===== src/rtl/vanilla_trace_buffer.sv =====
// ---------------------------------------------------------------------------
// vanilla_trace_buffer
//
// Purpose:
//   Trace capture buffer for one vanilla core, placed right after the
//   writeback stage. Every cycle it turns retire and register-file write
//   events into fixed 142-bit records and pushes them into a small circular
//   FIFO. The FIFO drains to a trace sink over a valid/ready handshake.
//   Records that cannot be stored are counted in a saturating drop counter.
//
// Record layout (MSB..LSB, 142 bits):
//   kind[1:0] (00 retire, 01 writeback-only, 10 stall-run), pc[31:0],
//   instr[31:0], int_v, int_addr[4:0], int_data[31:0],
//   fp_v, fp_addr[4:0], fp_data[31:0]
//
// Optional feature macro: VANILLA_TRACE_STALL_RECORD_EN
//   When defined, runs of consecutive stall cycles are counted. Each run
//   emits a kind-10 record when it closes: pc holds the run length and
//   instr holds the OR of the stall reasons seen during the run. One cycle
//   can then enqueue two records, the stall-run record first and the event
//   record second. When the macro is undefined, stall cycles produce no
//   records and at most one record is enqueued per cycle.
//
// Ports:
//   clk_i, reset_i          core clock, asynchronous active-high reset
//   trace_en_i              capture enable (also closes/discards a stall run)
//   stall_all_i             core pipeline stall
//   stall_reason_i[2:0]     {ifetch, loadwb, flw_wb}
//   retire_v_i/pc/instr     writeback-stage instruction
//   int_rf_*/float_rf_*     integer / FP register-file write ports
//   trace_v_o, trace_data_o FIFO head (valid, record)
//   trace_ready_i           sink accepts the head when high with trace_v_o
//   drop_count_o            saturating count of dropped records
//   occupancy_o             records currently held
// ---------------------------------------------------------------------------
module vanilla_trace_buffer #(
    parameter int els_p            = 8,
    parameter int drop_cnt_width_p = 16
) (
    input  logic                        clk_i,
    input  logic                        reset_i,
    input  logic                        trace_en_i,
    input  logic                        stall_all_i,
    input  logic [2:0]                  stall_reason_i,
    input  logic                        retire_v_i,
    input  logic [31:0]                 retire_pc_i,
    input  logic [31:0]                 retire_instr_i,
    input  logic                        int_rf_wen_i,
    input  logic [4:0]                  int_rf_waddr_i,
    input  logic [31:0]                 int_rf_wdata_i,
    input  logic                        float_rf_wen_i,
    input  logic [4:0]                  float_rf_waddr_i,
    input  logic [31:0]                 float_rf_wdata_i,
    output logic                        trace_v_o,
    output logic [141:0]                trace_data_o,
    input  logic                        trace_ready_i,
    output logic [drop_cnt_width_p-1:0] drop_count_o,
    output logic [$clog2(els_p):0]      occupancy_o
);

    localparam int AW = $clog2(els_p);
    localparam int PW = AW + 1;
    localparam int RW = 142;
    localparam int DW = drop_cnt_width_p;
    localparam logic [PW:0] DEPTH = (PW + 1)'(els_p);

    // Builds one register-file field; inactive writes are all-zero.
    function automatic logic [37:0] rf_field(input logic v, input logic [4:0] a,
                                             input logic [31:0] d);
        if (v) begin
            rf_field = {1'b1, a, d};
        end else begin
            rf_field = 38'd0;
        end
    endfunction

    // Storage and pointers. The extra pointer MSB separates full from empty.
    logic [RW-1:0]  r_mem [els_p];
    logic [PW-1:0]  r_wptr;
    logic [PW-1:0]  r_rptr;
    logic [DW-1:0]  r_drop;

    logic [PW-1:0]  w_occ;
    logic           w_deq;
    logic           w_ret;
    logic           w_wbo;
    logic           w_req_a;
    logic           w_req_b;
    logic [RW-1:0]  w_rec_a;
    logic [RW-1:0]  w_rec_b;
    logic [PW:0]    w_avail;
    logic           w_acc_a;
    logic           w_acc_b;
    logic [1:0]     w_ndrop;
    logic [AW-1:0]  w_waddr_a;
    logic [AW-1:0]  w_waddr_b;
    logic [DW:0]    w_drop_sum;
    logic [DW-1:0]  w_drop_nxt;

    assign w_occ        = r_wptr - r_rptr;
    assign trace_v_o    = (w_occ != {PW{1'b0}});
    assign trace_data_o = r_mem[r_rptr[AW-1:0]];
    assign occupancy_o  = w_occ;
    assign drop_count_o = r_drop;
    assign w_deq        = trace_v_o & trace_ready_i;

    // Classifies this cycle's event and builds the retire/writeback-only record.
    always_comb begin
        w_ret   = trace_en_i & ~stall_all_i & retire_v_i;
        w_wbo   = trace_en_i & ~w_ret & (int_rf_wen_i | float_rf_wen_i);
        w_req_b = w_ret | w_wbo;
        if (w_ret) begin
            w_rec_b = {2'b00, retire_pc_i, retire_instr_i,
                       rf_field(int_rf_wen_i, int_rf_waddr_i, int_rf_wdata_i),
                       rf_field(float_rf_wen_i, float_rf_waddr_i, float_rf_wdata_i)};
        end else begin
            w_rec_b = {2'b01, 64'd0,
                       rf_field(int_rf_wen_i, int_rf_waddr_i, int_rf_wdata_i),
                       rf_field(float_rf_wen_i, float_rf_waddr_i, float_rf_wdata_i)};
        end
    end

`ifdef VANILLA_TRACE_STALL_RECORD_EN
    logic [15:0] r_stall_cnt;
    logic [2:0]  r_stall_rsn;

    // A run is open whenever the counter is non-zero; it closes on the first
    // unstalled cycle or on a writeback-only event (that cycle is not counted).
    assign w_req_a = trace_en_i & (r_stall_cnt != 16'd0) & (~stall_all_i | w_wbo);
    assign w_rec_a = {2'b10, 16'd0, r_stall_cnt, 29'd0, r_stall_rsn, 76'd0};

    // Stall-run length and accumulated reasons; cleared when capture is off.
    always_ff @(posedge clk_i or posedge reset_i) begin
        if (reset_i) begin
            r_stall_cnt <= 16'd0;
            r_stall_rsn <= 3'd0;
        end else if (trace_en_i & stall_all_i & ~w_wbo) begin
            if (r_stall_cnt != 16'hFFFF) begin
                r_stall_cnt <= r_stall_cnt + 16'd1;
            end else begin
                r_stall_cnt <= r_stall_cnt;
            end
            r_stall_rsn <= r_stall_rsn | stall_reason_i;
        end else begin
            r_stall_cnt <= 16'd0;
            r_stall_rsn <= 3'd0;
        end
    end
`else
    logic w_unused_stall_reason;

    assign w_req_a               = 1'b0;
    assign w_rec_a               = {RW{1'b0}};
    assign w_unused_stall_reason = ^stall_reason_i;
`endif

    // Admission: slots freed by a same-cycle dequeue are usable; the stall-run
    // record has priority, and anything that does not fit is counted.
    always_comb begin
        w_avail   = DEPTH - {1'b0, w_occ} + (PW + 1)'(w_deq);
        w_acc_a   = w_req_a & (w_avail != {(PW + 1){1'b0}});
        w_acc_b   = w_req_b & (w_avail > (PW + 1)'(w_acc_a));
        w_ndrop   = {1'b0, w_req_a & ~w_acc_a} + {1'b0, w_req_b & ~w_acc_b};
        w_waddr_a = r_wptr[AW-1:0];
        w_waddr_b = r_wptr[AW-1:0] + AW'(w_acc_a);
        w_drop_sum = {1'b0, r_drop} + (DW + 1)'(w_ndrop);
        if (w_drop_sum[DW]) begin
            w_drop_nxt = {DW{1'b1}};
        end else begin
            w_drop_nxt = w_drop_sum[DW-1:0];
        end
    end

    // Pointer and drop-counter update.
    always_ff @(posedge clk_i or posedge reset_i) begin
        if (reset_i) begin
            r_wptr <= {PW{1'b0}};
            r_rptr <= {PW{1'b0}};
            r_drop <= {DW{1'b0}};
        end else begin
            r_wptr <= r_wptr + PW'(w_acc_a) + PW'(w_acc_b);
            r_rptr <= r_rptr + PW'(w_deq);
            r_drop <= w_drop_nxt;
        end
    end

    // Record storage; writes only ever land in free slots or the slot being
    // dequeued this cycle, so the presented head never changes under backpressure.
    always_ff @(posedge clk_i or posedge reset_i) begin
        if (reset_i) begin
            for (int i = 0; i < els_p; i++) begin
                r_mem[i] <= {RW{1'b0}};
            end
        end else begin
            if (w_acc_a) begin
                r_mem[w_waddr_a] <= w_rec_a;
            end
            if (w_acc_b) begin
                r_mem[w_waddr_b] <= w_rec_b;
            end
        end
    end

endmodule


===== config.mk =====
export PLATFORM = sky130hd
export DESIGN_NAME = vanilla_trace_buffer
export DESIGN_NICKNAME = d
export VERILOG_FILES = /design/src/rtl/vanilla_trace_buffer.sv
export SDC_FILE = /design/constraint.sdc
export NUM_CORES = 2
export LEC_CHECK = 0
export BUFFER_PORTS_ARGS = -buffer_cell sky130_fd_sc_hd__buf_2
export CAP_MARGIN = 5
export CORE_UTILIZATION = 57
export CTS_BUF_LIST = sky130_fd_sc_hd__clkbuf_8
export DETAILED_ROUTE_END_ITERATION = 8
export HOLD_SLACK_MARGIN = 0.15
export MAX_ROUTING_LAYER = met4
export PLACE_DENSITY = 0.78
export SLEW_MARGIN = 20
export SYNTH_ARGS = -nofsm -noshare
export SYNTH_HDL_FRONTEND = slang
export SYNTH_SLANG_ARGS = --single-unit

===== constraint.sdc =====
create_clock -name clk_i -period 37.9 [get_ports clk_i]
set_input_delay 5.685 -clock clk_i [delete_from_list [all_inputs] [get_ports clk_i]]
set_output_delay 5.685 -clock clk_i [all_outputs]
set_load 0.02 [all_outputs]

======== After elaboration in Yosys (flattened, before gate mapping) ========
Cells that the tools add are included.
storage, ports and cells
  flip-flop bits (word level) ............. 1,160
  bits of input ports ..................... 149
  output and inout bits ................... 163
  word-level logic and storage cells ...... 47
operators by class
  add/subtract/negate cells ............... 6
  order comparisons ....................... 4
  muxes and demuxes ....................... 10
  bitwise gates (word level) .............. 14
  reduce and logical (&&, ||, !) cells .... 2
operators by type and width
  kind                                                            number
  bitwise mux 1136 bit                                            1
  binary-select mux 142 bit (select 3 bit)                        1
  demux 142 bit (select 3 bit)                                    1
  2-to-1 mux 142 bit                                              3
  2-to-1 mux 141 bit                                              1
  2-to-1 mux 38 bit                                               2
  adder 16 x 1 -> 17 bit                                          1
  2-to-1 mux 16 bit                                               1
  adder 4 x 1 -> 4 bit                                            2
  >= comparator 4 bit (second input constant)                     2
  NOT 3 -> 4 bit                                                  2
  AND 1 bit                                                       7
  adder 5 x 1 -> 5 bit                                            1
  greater-than comparator 5 x 1 -> 1 bit (second input constant)  1
  subtractor 4 x 4 -> 5 bit (first input constant)                1
  less-than comparator 4 x 1 -> 1 bit (second input constant)     1
  nonzero test 4 bit                                              1
  subtractor 4 bit                                                1
  NOT 1 bit                                                       3
  OR 1 bit                                                        2
  logical AND 1 bit                                               1

======== Logic depth before layout (Yosys ltp) ========
  depth after elaboration ................. 12
  mapped depth ............................ 20
  mapped depth without buffers ............ 16

======== Worst setup path before layout ========
OpenSTA, ideal clock, no wires.
  path kind ............................... input to register
  from .................................... input port trace_ready_i
  to ...................................... register r_drop[10] (netlist: drop_count_o[10])
  setup time .............................. 68 ps
  data arrival time ....................... 8,679 ps
  data required time ...................... 37,832 ps
  slack ................................... 29,153 ps
  stages on the path ...................... 14
  buffers on the path ..................... 2
  path through ............................ or2_2 -> ha_1 -> nand2b_1 -> or4_1 -> or3_1 -> buf_6 -> a21oi_1 -> ha_1 -> ha_1 -> nand4_1 -> nor2b_1 -> nand3_1 -> clkbuf_1 -> nand2_1
on the way
  longest elaborated chain between the ends .. 8
ends and longest elaborated chain
  element                                 line  text
  start: declaration                      56    input logic trace_ready_i,
  AND 1 bit                               105   assign w_deq = trace_v_o & trace_ready_i;
  adder 5 x 1 -> 5 bit                    160   w_avail = DEPTH - {1'b0, w_occ} + (PW + 1)'(w_deq);
  greater-than comparator 5 x 1 -> 1 bit  162   w_acc_b = w_req_b & (w_avail > (PW + 1)'(w_acc_a));
  AND 1 bit                               162
  NOT 1 bit                               163   w_ndrop = {1'b0, w_req_a & ~w_acc_a} + {1'b0, w_req_b & ~w_acc_b};
  AND 1 bit                               163
  adder 16 x 1 -> 17 bit                  166   w_drop_sum = {1'b0, r_drop} + (DW + 1)'(w_ndrop);
  2-to-1 mux 16 bit                       167   if (w_drop_sum[DW]) begin
  via w_drop_nxt[10]                      98    logic [DW-1:0] w_drop_nxt;
  end signal: assignment                  179   r_drop <= {DW{1'b0}};
  end signal: assignment                  183   r_drop <= w_drop_nxt;
  end: declaration                        81    logic [DW-1:0] r_drop;
The timed path passes the listed nets, and every way through them passes these cells.
A chain may end at the register's enable or synchronous reset.

======== Worst setup path in the final report ========
  from .................................... register r_rptr[0]
  to ...................................... output port trace_data_o[47]
on the way
  longest elaborated chain between the ends .. 4
ends and longest elaborated chain
  element                                                line  text
  start: declaration                                     80    logic [PW-1:0] r_rptr;
  start signal: assignment                               178   r_rptr <= {PW{1'b0}};
  start signal: assignment                               182   r_rptr <= r_rptr + PW'(w_deq);
  NOT 3 -> 4 bit (not written as such)                   102   assign trace_data_o = r_mem[r_rptr[AW-1:0]];
  binary-select mux 142 bit (select 3 bit)               102
  2-to-1 mux 142 bit (not written as such) (2 in a row)  102
  end: declaration                                       55    output logic [141:0] trace_data_o,
Every way passes these cells. The select of a mux whose other input is x is not followed.

==> impl_results.md <==
- Setup TNS Final: 0 ps
- Clk_skew: approximately 43 ps
- Most frequent cells in the layout: dfrtp_1, mux2_1, nand2_1
- Synth Warn #: 0
- Placed Cells: 4839
- Clock latency on the worst-skew pair: between 800 and 900 ps
- RSZ-0062 raised after global routing: false
- Fin cells: just over 5000
- CTS tree: done
- Tmin final: 11110 ps
- Largest net degree at the start of global routing: roughly 190
- CP endpoint kind: output pin
- Post-synth EDFFs: 0
- Gr usage total: 0.265
- Die height: approximately 310 µm
- Crit start category: register
- Worst-margin pin slew: between 1000 and 1500 ps
- Post-Syn Instances: about 3600
- Via count: about 30000
- I/O Buffers: 307
- Grt ovf: 0
- Die area: about 95000 µm²
- Multi-input logic area: 22400 µm²
- Total CTS buffers: approximately 190
- First-pass GRT wire length: ~190000 µm
- Yosys cell types: 43
- Die width: between 300 and 400 µm
- FF-to-FF Start: r_rptr[0]
- Slew HR: 0.245
- Vias in the first global route: approximately 33000
- DRT antenna net count: 0
- Flops & latches, synth: 1152
- Hold buffers post-CTS: 0
- Max-slew violations: 0
- Hold Crit Start: r_mem[611]
- Antenna violations before repair: 14
- Share of layout cells above drive strength 1: 0.341
- Commonest non-fill, non-tap cell in the layout: dfrtp_1
- Worst-path clk slew: 60 ps
- Mean area per synthesized cell: 14.7 µm²
- Setup-failing EPs final: 0
- Syn Nets: 3786
- Setup crit start: r_rptr[0]
- Gp weighted congestion: about 0.77
- Cell family with most CP delay: buffers and inverters
- Hold WC Path Type: reg2reg
- Total Wirelength: roughly 120000 µm
- NumNets Final: between 3000 and 4000
- Critical Path AT: between 5000 and 6000 ps
- Core area: a little over 90000 µm²
- Final Hold Viols: 0
- Post-synthesis async set-or-reset flop share: 1.00
- Top FF cell, synth: dfrtp_1
- Synth Cell Area: around 53000 µm²
- CTS Buffer Depth: 3
- Clk sinks: roughly 1200
- VDD IR max: 0.0000775 V
- Placed cell area: between 50000 and 60000 µm²
- Sequential-to-total area share from yosys stat: 0.539
- DRT iter0 DRCs: roughly 1800
- Worst Path Max Fanout: 54
- Number of gates resized after CTS: 0
- Period utilisation layout: 0.293
- DP Wirelength: roughly 63000 µm
- Max capacitance violation total: 0
- I/O pin cnt: 312
- Run status: finished clean
- Total power: ~0.005 W
- Number of fill cells: 6736
- Crit Path Category: reg2out
- Register area: approximately 29000 µm²
- Clk root buf: clkbuf_8
- Setup bufs post-CTS: 0
- Area grow syn2layout: 9.84%
- Buf/Inv on CP: 4
- Vias per inst: 5.84
- H-tree depth: 4
- Most used cell, CP: buf_4
- PwrDens: approximately 85 nW/µm²
- Initial Util: 0.580
- WL per Instance: 22.5 µm
- Lkg Pwr: 29.6 nW
- Peak Freq: ~90 MHz
- Number of placement rows: roughly 110
- CP cell instances: buf_4 > buf_4 > buf_4 > mux4_2 > nand2_1 > nand2_1 > buf_2
- Worst EP required: about 32000 ps
- Slowest CP cell: dfrtp_4
- Fin area: slightly below 60000 µm²
- Max incr delay on CP: 930 ps
- 1st-pass router iterations: 5
- DRC Markers: 0
-- cell families (layout without fill, tap and decap cells) --
kind of cell / after synthesis / count (layout) / share of synthesized area
mux: 1411 / 1411 / 0.357
flops: 1152 / 1152 / 0.539
simple gates: 631 / 631 / 0.0546
buf+inv: 392 / 705 / 0.0424
xor+xnor: 18 / 18 / 0.00309
fa+ha+maj: 11 / 11 / 0.00272
compound gates: 10 / 10 / 0.00124
other cells: 1 / 13 / 0.0000701
-- path summary, 6_finish.rpt --
check / slack (ps) / endpoint / cells after the start
min in group asynchronous: 5090 / drop_count_o[12] / 3
setup reg to reg: 32050 / drop_count_o[15] / 15
setup / recovery: 26790 / trace_data_o[47] / 7
max in group asynchronous: 29250 / r_mem[208] / 7
hold / removal: 480 / r_mem[611] / 1
hold reg to reg: 480 / r_mem[611] / 1
-- sequential cells by signal (all words and copies together) (netlist names) --
name and cells:
drop_count_o 16, r_wptr 4, r_rptr 4, r_mem 1128
-- cells in the mapped netlist (all sizes together) (2+ instances only) --
master | n | area, µm²
nand2 | 441 | 1660
inv | 10 | 37.5
ha | 10 | 125
xor2 | 8 | 70.1
a21oi | 3 | 15.0
nor4b | 4 | 35.0
clkbuf | 218 | 818
nor3 | 3 | 15.0
mux4 | 282 | 6350
xnor2 | 10 | 95.1
and3 | 69 | 432
nor2 | 5 | 18.8
mux2 | 1128 | 12700
nor4 | 2 | 12.5
nor2b | 3 | 18.8
dfrtp | 1152 | 28800
nand3 | 18 | 190
nand2b | 4 | 25.0
buf | 164 | 1410
and2 | 75 | 469
or4 | 2 | 15.0
or3 | 2 | 12.5
-- final cells by class --
cell class	count	share of cell area
Sequential cell	1152	0.491
Multi-Input combinational cell	2082	0.381
Clock buffer	243	0.0570
Timing Repair Buffer	353	0.0336
Tap cell	1243	0.0265
Clock inverter	99	0.00946
Inverter	10	0.000788
Antenna cell	12	0.000511
-- power by group --
part,internal (W),switching (W)
combinational,0.000926,0.000935
sequential,0.00177,0.000281
clock,0.000596,0.000495
-- through the flow --
step | setup WS (ps) | util | hold WS, ps
after floorplan | 16310 | - | 459
after global routing | 26400 | 0.637 | 495
after global placement | 27530 | 0.594 | 468
final | 26790 | 0.637 | 483
after CTS | 26590 | 0.636 | 488
after detailed placement | 27520 | 0.594 | 475
-- routing by layer --
layer / wire length, µm / track usage
met2: 57100 / 0.414
met4: 2420 / 0.0803
met3: 6390 / 0.0548
met5: 0 / -
met1: 51100 / 0.353
-- worst reg2reg max path: stages, from the launching register on --
cell and delay (ps):
dfrtp_4 930, ha_1 300, inv_1 50, fa_1 600
inv_1 90, ha_1 310, nand2b_1 140, or4_1 390
or3_1 660, a21oi_1 510, ha_1 290, ha_1 230
nand4_1 210, nor2b_1 380, nand3_1 510, nand3_1 210
Power figures use the tool's default switching activity.
